File: config.mk
export PLATFORM = sky130hd
export DESIGN_NAME = pipeline_hazard_controller
export DESIGN_NICKNAME = d
export VERILOG_FILES = /design/src/rtl/pipeline_hazard_controller.sv
export SDC_FILE = /design/constraint.sdc
export NUM_CORES = 1
export LEC_CHECK = 0
export ABC_AREA = 1
export CAP_MARGIN = 30
export CORE_UTILIZATION = 46
export DETAILED_ROUTE_END_ITERATION = 8
export HOLD_SLACK_MARGIN = 0.08
export PLACE_DENSITY = 0.81
export SYNTH_ARGS = -nofsm -noshare
export SYNTH_HDL_FRONTEND = slang
export SYNTH_SLANG_ARGS = --single-unit
File: constraint.sdc
create_clock -name CLK -period 1.9 [get_ports CLK]
set_clock_uncertainty 0.15 [all_clocks]
set_input_delay 0.38 -clock CLK [delete_from_list [all_inputs] [get_ports CLK]]
set_output_delay 0.38 -clock CLK [all_outputs]
set_load 0.05 [all_outputs]
File: src/rtl/pipeline_hazard_controller.sv
// Purpose : stall/flush sequencer for the 5-stage pipeline (PC enable, latch enables/flushes, halt, perf counters).
// Latency : enables/flushes are combinational from state and inputs; halt is registered, rising 2 edges after memory_halt.
// Backpressure: a dmem wait freezes every latch; a load-use hazard or a fetch miss holds the front end and inserts a bubble.
// Ports   : CLK/nRST clock and async active-low reset; ihit/dhit memory handshakes; decode_*/execute_*/memory_* hazard
//           sources; pc_en, *_en, *_flush pipeline control; halt status; stall_cycles/flush_events saturating counters.
module pipeline_hazard_controller #(
   parameter int CNT_W          = 32,
   parameter bit MEM_LOAD_CHECK = 1'b1
) (
   input  logic             CLK,
   input  logic             nRST,
   input  logic             ihit,
   input  logic             dhit,
   input  logic [4:0]       decode_rs,
   input  logic [4:0]       decode_rt,
   input  logic             decode_uses_rt,
   input  logic             execute_mem_to_reg,
   input  logic [4:0]       execute_reg_wr_addr,
   input  logic             memory_mem_to_reg,
   input  logic [4:0]       memory_reg_wr_addr,
   input  logic             memory_dmem_req,
   input  logic             memory_redirect,
   input  logic             memory_halt,
   output logic             pc_en,
   output logic             ifid_en,
   output logic             idex_en,
   output logic             exmem_en,
   output logic             memwb_en,
   output logic             ifid_flush,
   output logic             idex_flush,
   output logic             exmem_flush,
   output logic             halt,
   output logic [CNT_W-1:0] stall_cycles,
   output logic [CNT_W-1:0] flush_events
);

   typedef enum logic [1:0] {RUN, DRAIN, HALTED} state_t;

   localparam logic [CNT_W-1:0] CNT_MAX = {CNT_W{1'b1}};
   localparam logic [CNT_W-1:0] CNT_ONE = {{(CNT_W-1){1'b0}}, 1'b1};

   state_t           state_q, state_d;
   logic             halt_q, halt_d;
   logic [CNT_W-1:0] stall_q, stall_d;
   logic [CNT_W-1:0] flush_q, flush_d;

   logic lu_ex, lu_mem, lu;
   logic stall_inc, flush_inc;
   logic pc_en_c, ifid_en_c, idex_en_c, exmem_en_c, memwb_en_c;
   logic ifid_flush_c, idex_flush_c, exmem_flush_c;

   // $0 is hardwired zero, so a load targeting it can never create a dependency.
   assign lu_ex = execute_mem_to_reg && (execute_reg_wr_addr != 5'd0) &&
                  ((execute_reg_wr_addr == decode_rs) ||
                   (decode_uses_rt && (execute_reg_wr_addr == decode_rt)));
   // MEM-stage load data is not forwarded, so the consumer must wait one more cycle.
   assign lu_mem = MEM_LOAD_CHECK && memory_mem_to_reg && (memory_reg_wr_addr != 5'd0) &&
                   ((memory_reg_wr_addr == decode_rs) ||
                    (decode_uses_rt && (memory_reg_wr_addr == decode_rt)));
   assign lu = lu_ex || lu_mem;

   always_comb begin
      state_d       = state_q;
      stall_inc     = 1'b0;
      flush_inc     = 1'b0;
      pc_en_c       = 1'b0;
      ifid_en_c     = 1'b0;
      idex_en_c     = 1'b0;
      exmem_en_c    = 1'b0;
      memwb_en_c    = 1'b0;
      ifid_flush_c  = 1'b0;
      idex_flush_c  = 1'b0;
      exmem_flush_c = 1'b0;
      case (state_q)
         RUN: begin
            if (memory_halt) begin
               // Kill everything younger than HALT, let the older WB instruction retire.
               ifid_en_c     = 1'b1;
               idex_en_c     = 1'b1;
               exmem_en_c    = 1'b1;
               memwb_en_c    = 1'b1;
               ifid_flush_c  = 1'b1;
               idex_flush_c  = 1'b1;
               exmem_flush_c = 1'b1;
               state_d       = DRAIN;
            end else if (memory_dmem_req && !dhit) begin
               // Full freeze; a pending redirect stays in the frozen MEM latch until dhit.
               stall_inc = 1'b1;
            end else if (memory_redirect) begin
               pc_en_c       = 1'b1;
               ifid_en_c     = 1'b1;
               idex_en_c     = 1'b1;
               exmem_en_c    = 1'b1;
               memwb_en_c    = 1'b1;
               ifid_flush_c  = 1'b1;
               idex_flush_c  = 1'b1;
               exmem_flush_c = 1'b1;
               flush_inc     = 1'b1;
            end else if (lu) begin
               idex_en_c    = 1'b1;
               idex_flush_c = 1'b1;
               exmem_en_c   = 1'b1;
               memwb_en_c   = 1'b1;
               stall_inc    = 1'b1;
            end else if (!ihit) begin
               ifid_en_c    = 1'b1;
               ifid_flush_c = 1'b1;
               idex_en_c    = 1'b1;
               exmem_en_c   = 1'b1;
               memwb_en_c   = 1'b1;
               stall_inc    = 1'b1;
            end else begin
               pc_en_c    = 1'b1;
               ifid_en_c  = 1'b1;
               idex_en_c  = 1'b1;
               exmem_en_c = 1'b1;
               memwb_en_c = 1'b1;
            end
         end
         DRAIN:   state_d = HALTED;
         HALTED:  state_d = HALTED;
         default: state_d = RUN;
      endcase
   end

   assign halt_d  = (state_d == HALTED);
   assign stall_d = (stall_inc && (stall_q != CNT_MAX)) ? stall_q + CNT_ONE : stall_q;
   assign flush_d = (flush_inc && (flush_q != CNT_MAX)) ? flush_q + CNT_ONE : flush_q;

   always_ff @(posedge CLK or negedge nRST) begin
      if (!nRST) begin
         state_q <= RUN;
         halt_q  <= 1'b0;
         stall_q <= '0;
         flush_q <= '0;
      end else begin
         state_q <= state_d;
         halt_q  <= halt_d;
         stall_q <= stall_d;
         flush_q <= flush_d;
      end
   end

   // Controls are forced low while reset is asserted, not only after the state register clears.
   assign pc_en        = nRST & pc_en_c;
   assign ifid_en      = nRST & ifid_en_c;
   assign idex_en      = nRST & idex_en_c;
   assign exmem_en     = nRST & exmem_en_c;
   assign memwb_en     = nRST & memwb_en_c;
   assign ifid_flush   = nRST & ifid_flush_c;
   assign idex_flush   = nRST & idex_flush_c;
   assign exmem_flush  = nRST & exmem_flush_c;
   assign halt         = halt_q;
   assign stall_cycles = stall_q;
   assign flush_events = flush_q;

endmodule
==> results of run 1 <==
==> worst register-to-register path, delay by kind of cell, from the launching register on <==
| kind | cells | cell delay [ns] |
|---|---|---|
| and+or+nand+nor | 7 | 1.02 |
| DFF | 1 | 0.40 |
| xor gates and xnor gates | 1 | 0.12 |
| buffers and inverters | 2 | 0.23 |
==> synth_stat cells <==
cell	instances
a21oi_1	5
buf_12	1
buf_2	2
buf_4	2
buf_6	3
buf_8	2
clkinv_1	1
dfrtp_1	67
ha_1	3
inv_1	71
inv_2	2
nand2_1	237
nand2_2	14
nand3_1	22
nand3_2	3
nand3_4	1
nand3b_1	2
nand4_1	20
nand4_4	1
nor2_1	63
nor2_2	3
nor2_4	1
nor3_1	25
nor3b_1	1
nor4_1	8
nor4_2	1
o21ai_0	6
o21ai_1	4
o31ai_1	1
xnor2_1	15
xor2_1	45
==> registers in the layout, indices dropped and copies added (netlist names) <==
register and cells:
state_q 2, stall_cycles 32, flush_events 32, halt 1
==> cell families (layout without fill, tap and decap cells) <==
group / Yosys count / after routing / synth area share, %
AO/OA/AOI/OAI: 16 / 16 / 1.85
XOR/XNOR: 60 / 60 / 11.8
adder cells (fa/ha/maj): 3 / 3 / 0.840
buffers and inverters: 84 / 294 / 8.66
flip-flops: 67 / 67 / 37.5
AND/OR/NAND/NOR: 402 / 402 / 39.4
==> final cells by class <==
class,count,area [sq um]
inverter,74,318
multi-input combinational,481,3070
sequential,67,1710
timing repair buffer,204,2150
clock buffer,11,141
clock inverter,5,60.1
fill,579,1720
tap,129,161
==> what timing repair did <==
item | in CTS | in global routing
resized for setup | 162 | 161
pin swaps | 43 | 80
gates cloned | 1 | 5
setup buffers | 11 | 11
setup endpoints to repair | 62 | 60
==> power by group through the flow <==
stage | clock [mW] | combinational (mW) | sequential [mW]
finish | 1.26 | 0.281 | 1.42
global route | 1.33 | 0.301 | 1.42
CTS | 1.27 | 0.224 | 1.42
detailed placement | 0 | 0.206 | 1.45
global placement | 0 | 0.198 | 1.45
floorplan | 0 | 0.0718 | 1.45
==> worst max-delay path by stage <==
stage	startpoint	end	cells past startpoint
after global placement	memory_reg_wr_addr[2]	ifid_flush	12
after global routing	memory_reg_wr_addr[2]	ifid_en	12
after detailed placement	execute_reg_wr_addr[1]	ifid_flush	11
final	decode_rt[2]	ifid_en	12
after CTS	execute_reg_wr_addr[2]	ifid_en	14
after floorplan	stall_cycles[1]	stall_cycles[23]	13
==> through the flow <==
step,std cells,setup slack (ns)
2_1_floorplan,632,-0.157
3_3_place_gp,927,-0.665
3_5_place_dp,927,-0.714
4_1_cts,955,-0.210
5_1_grt,971,-0.389
6_report,971,-0.300
==> metal layers <==
metal	vias up	GRT usage, %	routed length, um	share of wire, %
li1	2386	-	-	-
met1	2493	34.8	6400	38
met2	295	48.5	8650	52
met3	61	4.72	1180	7.1
met4	0	9.92	505	3.0
met5	-	0	0	0
==> flow_metrics.env, run 1 <==
export IMPL_nNetsFinal=870
export IMPL_start_kind="input pin"
export IMPL_clock_path_buffers=2
export IMPL_finalCriticalPeriod_ns=2.20
export IMPL_wirelength_mm=16.7
export IMPL_swShare_pct=26.0
export IMPL_cpLargestDelayFamily="simple AND/OR/NAND/NOR gates"
export IMPL_die_x_um=101
export IMPL_required_ns=1.37
export IMPL_status="finished with violations"
export IMPL_ant_nets=0
export IMPL_pwr_share_clk_pct=42.6
export IMPL_r2r_start="flush_events[25]"
export IMPL_rows=35
export IMPL_crit_type="input pin to primary output"
export IMPL_power_density_nw_per_um2=390
export IMPL_cts_htree_levels=3
export IMPL_antenna_found_initial=0
export IMPL_violations="setup timing"
export IMPL_viasPerCell=5.39
export IMPL_p_seq_share_pct=48.0
export IMPL_leakage_nw=3.68
export IMPL_cp_num_buf_inv=4
export IMPL_power_switching_mw=0.773
export IMPL_slew_headroom_pct=41.9
export IMPL_route_detailed_drc=0
export IMPL_synth_top_area_share_pct=37.5
export IMPL_ys_ff_latch=67
export IMPL_dieArea_sq_um=10100
export IMPL_design_area_sq_um=7610
export IMPL_reg2regPathDepth=10
export IMPL_ios=103
export IMPL_io_buffers=102
export IMPL_drive_above_1_share_pct=49.6
export IMPL_clock_sinks=67
export IMPL_syn_cell_area_sq_um=4470
export IMPL_initial_core_util_pct=47.9
export IMPL_hold_class="input pin to async pin"
export IMPL_cts_hold_buffers=0
export IMPL_setup_viol=63
export IMPL_insertion_delay_ns=0.36
export IMPL_most_common_layout_cells="161 x nand2_1, 131 x buf_4, 63 x nand2_2"
export IMPL_hold_viol=0
export IMPL_peakVddDrop_mv=0.389
export IMPL_p_int_mw=2.20
export IMPL_yosysSeqAreaShare_pct=37.5
export IMPL_firstDrtPassIters=5
export IMPL_fin_total_pwr_mw=2.97
export IMPL_crit_arrival_ns=1.67
export IMPL_path_clk_slew_ns=0.07
export IMPL_timing_fmax_ghz=0.455
export IMPL_grt_max_degree=68
export IMPL_drt_iter0_drc=367
export IMPL_end_kind="primary output"
export IMPL_holdWs_ns=0.183
export IMPL_track_usage_pct=27.8
export IMPL_fin_util_pct=81.6
export IMPL_ys_top_cells_by_area="dfrtp_1 38%, nand2_1 20%, xor2_1 8.8%"
export IMPL_grt_pass1_vias=4769
export IMPL_cp_max_fo=4
export IMPL_placed_cell_area_sq_um=6450
export IMPL_core_sq_um=9330
export IMPL_final_common_cell="nand2_1"
export IMPL_diodes=0
export IMPL_dr_total_vias=5235
export IMPL_syn_area_per_cell_sq_um=7.07
export IMPL_numCtsBuffers=9
export IMPL_fin_crit_sh_pct=116
export IMPL_fin_ws_ns=-0.300
export IMPL_hpwl_mm=10.2
export IMPL_maxCapViolCount=0
export IMPL_syn_nets=665
export IMPL_die_h_um=101
export IMPL_wire_per_inst_um=17.2
export IMPL_worst_slew_pin_slew_ns=0.872
export IMPL_regToRegSetupSlack_ns=-0.11
export IMPL_grt_pass1_wl_mm=22.1
export IMPL_overflow=0
export IMPL_cts_root_buf="clkbuf_8"
export IMPL_cts_tree="done"
export IMPL_synth_top_area_cell="dfrtp_1"
export IMPL_max_stage_delay_ns=0.20
export IMPL_path_cells="buf_4, o21ai_1, nor2_1, nand3_1, nand2_1, nand2_2, nand2_2, inv_2, nand4_1, buf_4, nand2_4, buf_12"
export IMPL_rr_endpoint="flush_events[3]"
export IMPL_syn2layout_area_growth_pct=70.4
export IMPL_cp_slowest_cell="buf_4"
export IMPL_gp_congestion=0.917
export IMPL_synth_cell_types=31
export IMPL_slew_viol_final=0
export IMPL_synthCells=632
export IMPL_yosys_warnings=0
export IMPL_rsz0062_at_grt="yes"
export IMPL_fin_setup_tns_ns=-4.76
export IMPL_pwr_share_comb_pct=9.5
No activity file was read; power rests on OpenSTA's default activity.
==> run 2: changes to the inputs <==
CORE_UTILIZATION = 47   (was 46)
CTS_BUF_LIST = sky130_fd_sc_hd__clkbuf_4 sky130_fd_sc_hd__clkbuf_8   (was not set)
PLACE_DENSITY = 0.83   (was 0.81)
clock period = 1.8 ns   (was 1.9 ns; I/O delays follow)
==> flow_metrics.env, run 2 <==
export IMPL_status="aborted with a tool error"
export IMPL_stop_stage="5_1_grt"
export IMPL_tool_error="[ERROR GRT-0232] Routing congestion too high. Check the congestion heatmap in the GUI."
export IMPL_die_h_um=99.5
export IMPL_ys_top_cells_by_area="dfrtp_1 38%, nand2_1 20%, xor2_1 8.8%"
export IMPL_yosysSeqAreaShare_pct=37.5
export IMPL_rows=35
export IMPL_syn_area_per_cell_sq_um=7.07
export IMPL_synth_top_area_cell="dfrtp_1"
export IMPL_cts_root_buf="clkbuf_8"
export IMPL_synth_cell_types=31
export IMPL_placed_cell_area_sq_um=7430
export IMPL_worstEndpointType="primary output"
export IMPL_synthTopCellsByCount="237 x nand2_1, 71 x inv_1, 67 x dfrtp_1"
export IMPL_synth_top_area_share_pct=37.5
export IMPL_syn_nets=665
export IMPL_synthArstFlopShare_pct=100
export IMPL_hpwl_mm=11.4
export IMPL_track_usage_pct=87.6
export IMPL_die_x_um=99.5
export IMPL_synth_edff_count=0
export IMPL_clock_sinks=67
export IMPL_synth_top_family_by_area="simple AND/OR/NAND/NOR gates"
export IMPL_place_ws_ns=-0.818
export IMPL_ys_ff_latch=67
export IMPL_synthCells=632
export IMPL_synth_xor_area_share_pct=11.8
export IMPL_yosys_warnings=0
export IMPL_io_buffers=102
export IMPL_synth_main_ff_cell="dfrtp_1"
export IMPL_synth_simple_area_share_pct=39.4
export IMPL_overflow=445
export IMPL_gp_congestion=0.925
export IMPL_ios=103
export IMPL_grt_max_degree=65
export IMPL_synth_most_common_cell="nand2_1"
export IMPL_initial_core_util_pct=48.3
export IMPL_synth_compound_area_share_pct=1.85
export IMPL_synth_fa_ha_area_share_pct=0.840
export IMPL_cts_htree_levels=3
export IMPL_syn_cell_area_sq_um=4470
export IMPL_clock_path_buffers=2
export IMPL_numCtsBuffers=9
export IMPL_synthMuxAreaShare_pct=0
export IMPL_worstEndpointGrtRepair="idex_flush"
==> run 2: cell counts after synthesis <==
Identical to the previous run, type by type.
==> run 2: logic make-up after synthesis <==
family,Yosys count
AOI/OAI and AO/OA,16
DFF,67
xor gates and xnor gates,60
and+or+nand+nor,402
buffers and inverters,84
adders and majority gates,3
==> run 2: stage by stage <==
step | hold WS (ns) | cells
CTS | 0.180 | 1034
detailed placement | 0.0522 | 979
global placement | 0.0474 | 979
floorplan | -0.0856 | 632
==> run 2: layer usage <==
metal / GRT usage (%) / GRT overflow
met2: 113 / 304
met5: 9.74 / 0
met4: 103 / 134
met3: 64.0 / 5
met1: 81.9 / 2
==> run 2: timing repair <==
| item | 4_1_cts |
|---|---|
| setup endpoints to repair | 69 |
| pin swaps | 69 |
| buffers inserted | 34 |
| endpoints found under the hold margin | 3 |
| hold buffers | 1 |
| cloned | 7 |
| gates resized for setup | 208 |
==> run 3: changes to the inputs <==
CORE_UTILIZATION = 34   (was 47)
CTS_BUF_LIST = not set   (was sky130_fd_sc_hd__clkbuf_4 sky130_fd_sc_hd__clkbuf_8)
HOLD_SLACK_MARGIN = not set   (was 0.08)
PLACE_DENSITY = not set   (was 0.83)
PLACE_DENSITY_LB_ADDON = 0.15   (was not set)
clock period = 2.35 ns   (was 1.8 ns; I/O delays follow)
==> flow_metrics.env, run 3 (same netlist as run 1, synthesis figures left out) <==
export IMPL_cts_htree_levels=3
export IMPL_finalCriticalPeriod_ns=2.29
export IMPL_cts_tree="done"
export IMPL_viasPerCell=4.75
export IMPL_rr_endpoint="stall_cycles[21]"
export IMPL_dieArea_sq_um=13600
export IMPL_power_density_nw_per_um2=447
export IMPL_cts_hold_buffers=0
export IMPL_status="finished, final reports clean"
export IMPL_firstDrtPassIters=6
export IMPL_die_x_um=117
export IMPL_holdWs_ns=0.254
export IMPL_cts_root_buf="clkbuf_16"
export IMPL_core_sq_um=12700
export IMPL_wirelength_mm=12.4
export IMPL_leakage_nw=3.05
export IMPL_final_common_cell="nand2_1"
export IMPL_end_kind="primary output"
export IMPL_design_area_sq_um=6230
export IMPL_track_usage_pct=19.9
export IMPL_cp_max_fo=2
export IMPL_fillers=1314
export IMPL_maxCapViolCount=0
export IMPL_slew_viol_final=0
export IMPL_grt_pass1_vias=4400
export IMPL_clock_path_buffers=2
export IMPL_dpl_cell_count=918
export IMPL_insertion_delay_ns=0.34
export IMPL_most_common_layout_cells="227 x nand2_1, 67 x dfrtp_1, 62 x clkdlybuf4s50_1"
export IMPL_grt_pass1_wl_mm=21.1
export IMPL_peakVddDrop_mv=0.329
export IMPL_grt_max_degree=68
export IMPL_nNetsFinal=793
export IMPL_clock_sinks=67
export IMPL_regArea_sq_um=1680
export IMPL_slew_headroom_pct=42.2
export IMPL_multi_input_area_sq_um=2510
export IMPL_fin_crit_sh_pct=97.5
export IMPL_hold_viol=0
export IMPL_path_clk_slew_ns=0.06
export IMPL_required_ns=1.73
export IMPL_crit_arrival_ns=1.67
export IMPL_gp_congestion=0.882
export IMPL_timing_fmax_ghz=0.436
export IMPL_ant_nets=0
export IMPL_final_cells=937
export IMPL_syn2layout_area_growth_pct=39.4
export IMPL_ios=103
export IMPL_diodes=0
export IMPL_drive_above_1_share_pct=18.3
export IMPL_fin_setup_tns_ns=0
export IMPL_numCtsBuffers=9
export IMPL_die_h_um=117
export IMPL_hold_class="input pin to async pin"
export IMPL_initial_core_util_pct=35.1
export IMPL_dr_total_vias=4448
export IMPL_placed_cell_area_sq_um=5870
export IMPL_antenna_found_initial=0
export IMPL_r2r_start="stall_cycles[0]"
export IMPL_start_kind="input pin"
export IMPL_hpwl_mm=9.42
export IMPL_setup_viol=0
export IMPL_route_detailed_drc=0
export IMPL_regToRegSetupSlack_ns=0.21
export IMPL_wire_per_inst_um=13.2
export IMPL_crit_type="input pin to primary output"
export IMPL_rows=41
export IMPL_reg2regPathDepth=13
export IMPL_worst_slew_pin_slew_ns=0.868
export IMPL_overflow=0
export IMPL_drt_iter0_drc=242
export IMPL_io_buffers=102
run 3: worst max path at each step:
stage	from	to	slack (ns)	cells past startpoint
after floorplan	memory_dmem_req	ifid_en	-0.16	7
after global placement	memory_reg_wr_addr[4]	idex_flush	-0.37	12
after detailed placement	memory_reg_wr_addr[4]	idex_flush	-0.38	12
after CTS	decode_rt[4]	ifid_flush	0.002	13
after global routing	decode_uses_rt	ifid_en	-0.003	12
final	decode_uses_rt	ifid_en	0.06	12
run 3: where the power goes:
| group | total [mW] | internal (mW) | switching [mW] |
|---|---|---|---|
| Clock | 1.46 | 0.935 | 0.528 |
| Combinational | 0.167 | 0.0656 | 0.101 |
| Sequential | 1.15 | 1.15 | 0 |
run 3: layout make-up:
class | instances | area share [%]
clock buffers | 9 | 3.62
well taps | 172 | 3.46
repair buffers | 127 | 19.6
flip-flops and latches | 67 | 26.9
inverters | 74 | 4.54
multi-input cells | 481 | 40.3
clock inverters | 7 | 1.63
run 3: worst max-delay path: stages:
cell and delay [ns]:
dlygate4sd2_1 0.24, nand2_1 0.07, nor2_1 0.13, nand3_1 0.09
nand2_1 0.08, nand2_2 0.05, nand2_2 0.07, inv_2 0.05
nand4_1 0.10, buf_4 0.14, nand2_4 0.04, buf_12 0.14
run 3: metrics by stage:
step           utilization (%)  worst slack [ns]  total power [mW]
6_report                  48.9            0.0582              2.78
3_5_place_dp              46.1            -0.376              1.34
2_1_floorplan                -            -0.162              1.23
3_3_place_gp              46.1            -0.371              1.33
4_1_cts                   48.4           0.00156              2.81
5_1_grt                   48.9          -0.00272              2.88
run 3: per-layer routing:
metal	up-vias	part of all wire (%)	global-route usage, %
met5	-	0	0
met4	0	2.1	6.41
met3	25	5.6	5.81
met2	124	46	31.5
met1	2070	46	26.2
li1	2229	-	-
run 3: what timing repair did:
action | 4_1_cts | 5_1_grt
setup buffers | 1 | 2
resized for setup | 113 | 27
pin swaps | 11 | 9
endpoints found under the hold margin | 0 | 0
endpoints found under the setup margin | 8 | 18
==> run 4: changes to the inputs <==
CORE_UTILIZATION = 52   (was 34)
CTS_BUF_LIST = sky130_fd_sc_hd__clkbuf_2   (was not set)
==> flow_metrics.env, run 4 (same netlist as run 1, synthesis figures left out) <==
export IMPL_nNetsFinal=798
export IMPL_leakage_nw=3.18
export IMPL_cp_num_buf_inv=3
export IMPL_slew_viol_final=0
export IMPL_fin_ws_ns=-0.00953
export IMPL_path_depth=7
export IMPL_hold_viol=0
export IMPL_track_usage_pct=28.9
export IMPL_die_h_um=94.7
export IMPL_most_common_layout_cells="233 x nand2_1, 66 x dfrtp_1, 62 x dlygate4sd2_1"
export IMPL_cts_root_buf="clkbuf_2"
export IMPL_timing_fmax_ghz=0.424
export IMPL_dr_total_vias=4485
export IMPL_worst_slew_pin_slew_ns=0.853
export IMPL_setup_worst_path_start="state_q[0]"
export IMPL_fin_crit_sh_pct=100
export IMPL_path_cells="inv_2, ha_4, nand2_4, a21oi_4, inv_2, o21ai_2, buf_12"
export IMPL_grt_max_degree=49
export IMPL_antenna_found_initial=1
export IMPL_rsz0062_at_grt="yes"
export IMPL_crit_arrival_ns=1.74
export IMPL_required_ns=1.73
export IMPL_slew_headroom_pct=42.9
export IMPL_maxCapViolCount=0
export IMPL_rows=33
export IMPL_route_detailed_drc=0
export IMPL_cp_slowest_cell="dfrtp_1"
export IMPL_rr_endpoint="stall_cycles[3]"
export IMPL_ant_nets=0
export IMPL_hpwl_mm=9.11
export IMPL_core_sq_um=8260
export IMPL_peakVddDrop_mv=0.219
export IMPL_diodes=0
export IMPL_dieArea_sq_um=8960
export IMPL_cpLargestDelayFamily="flip-flops"
export IMPL_ios=103
export IMPL_cp_common_cell="inv_2"
export IMPL_crit_type="flip-flop to primary output"
export IMPL_final_common_cell="nand2_1"
export IMPL_clock_sinks=67
export IMPL_insertion_delay_ns=0.55
export IMPL_r2r_start="stall_cycles[0]"
export IMPL_wire_per_inst_um=14.0
export IMPL_violations="setup timing"
export IMPL_drt_iter0_drc=210
export IMPL_setup_viol=2
export IMPL_cts_htree_levels=3
export IMPL_initial_core_util_pct=54.1
export IMPL_hold_class="input pin to async pin"
export IMPL_status="finished with violations"
export IMPL_max_stage_delay_ns=0.41
export IMPL_cts_tree="done"
export IMPL_fillers=705
export IMPL_viasPerCell=5.13
export IMPL_overflow=0
export IMPL_critPathCapture="ifid_flush"
export IMPL_fin_total_pwr_mw=2.16
export IMPL_drive_above_1_share_pct=17.5
export IMPL_firstDrtPassIters=4
export IMPL_io_buffers=102
export IMPL_fin_util_pct=72.2
export IMPL_reg2regPathDepth=12
export IMPL_grt_pass1_vias=4321
export IMPL_end_kind="primary output"
export IMPL_grt_pass1_wl_mm=20.1
export IMPL_regToRegSetupSlack_ns=0.16
export IMPL_start_kind="flip-flop"
export IMPL_path_clk_slew_ns=0.25
export IMPL_gp_congestion=0.909
export IMPL_syn2layout_area_growth_pct=33.5
export IMPL_cp_max_fo=3
export IMPL_wirelength_mm=12.3
export IMPL_finalCriticalPeriod_ns=2.36
export IMPL_numCtsBuffers=9
export IMPL_clock_path_buffers=2
export IMPL_die_x_um=94.7
export IMPL_power_density_nw_per_um2=361
==> run 4: cell count changes in the layout (fill, tap and decap cells not counted), sizes merged, moves of 3 or more <==
cell           delta
dlygate4sd2      +58
clkdlybuf4s15    +10
buf               -8
clkdlybuf4s50    -55
clkbuf            +3
dlymetal6s2s      -4
==> run 4: metrics by stage <==
stage	setup TNS [ns]	instances	hold WS [ns]	cell area [sq um]	setup slack, ns
2_1_floorplan	-0.587	632	0.0244	4480	-0.162
3_3_place_gp	-7.04	851	0.323	5780	-0.320
3_5_place_dp	-8.99	851	0.333	5780	-0.348
4_1_cts	-0.0595	870	0.0256	5920	-0.0266
5_1_grt	-0.427	875	0.0369	5960	-0.112
6_report	-0.0189	875	0.0159	5960	-0.00953
==> run 4: worst min-delay path by stage <==
| stage | start | slack (ns) | end |
|---|---|---|---|
| after floorplan | nRST | 0.02 | flush_events[0] |
| after global placement | nRST | 0.32 | state_q[0] |
| after detailed placement | nRST | 0.33 | state_q[0] |
| after CTS | nRST | 0.03 | flush_events[15] |
| after global routing | nRST | 0.04 | flush_events[15] |
| final | nRST | 0.02 | flush_events[16] |
==> run 4: where the power goes <==
group | total, mW | internal [mW] | leakage [nW] | switching (mW)
registers | 1.15 | 1.15 | 0.883 | 0
logic | 0.160 | 0.0659 | 2.21 | 0.0941
clock network | 0.841 | 0.361 | 0.0840 | 0.480
==> run 4: timing repair <==
action,in CTS,in global routing
endpoints found under the setup margin,72,52
setup buffers,2,4
hold buffers,1,0
resized for setup,168,16
pin swaps,18,9
hold endpoints to repair,19,0
gates cloned,0,1
==> run 4: cell type report <==
class / count / area (sq um) / share of cell area, %
sequential: 67 / 1680 / 28.1
clock buffer: 9 / 45.0 / 0.755
inverter: 74 / 280 / 4.70
multi-input combinational: 481 / 2510 / 42.0
timing repair buffer: 132 / 1220 / 20.5
tap: 105 / 131 / 2.20
clock inverter: 7 / 101 / 1.70
==> run 4: worst min-delay path: stages <==
cell and delay (ns):
buf_2 0.12, buf_4 0.14, buf_4 0.51
==> run 4: layer usage <==
metal | wire length [um] | track usage (%) | vias up
li1 | - | - | 2255
met4 | 138 | 7.45 | 2
met3 | 801 | 8.86 | 16
met2 | 5710 | 47.2 | 139
met5 | 13 | 0 | -
met1 | 5620 | 37.2 | 2073
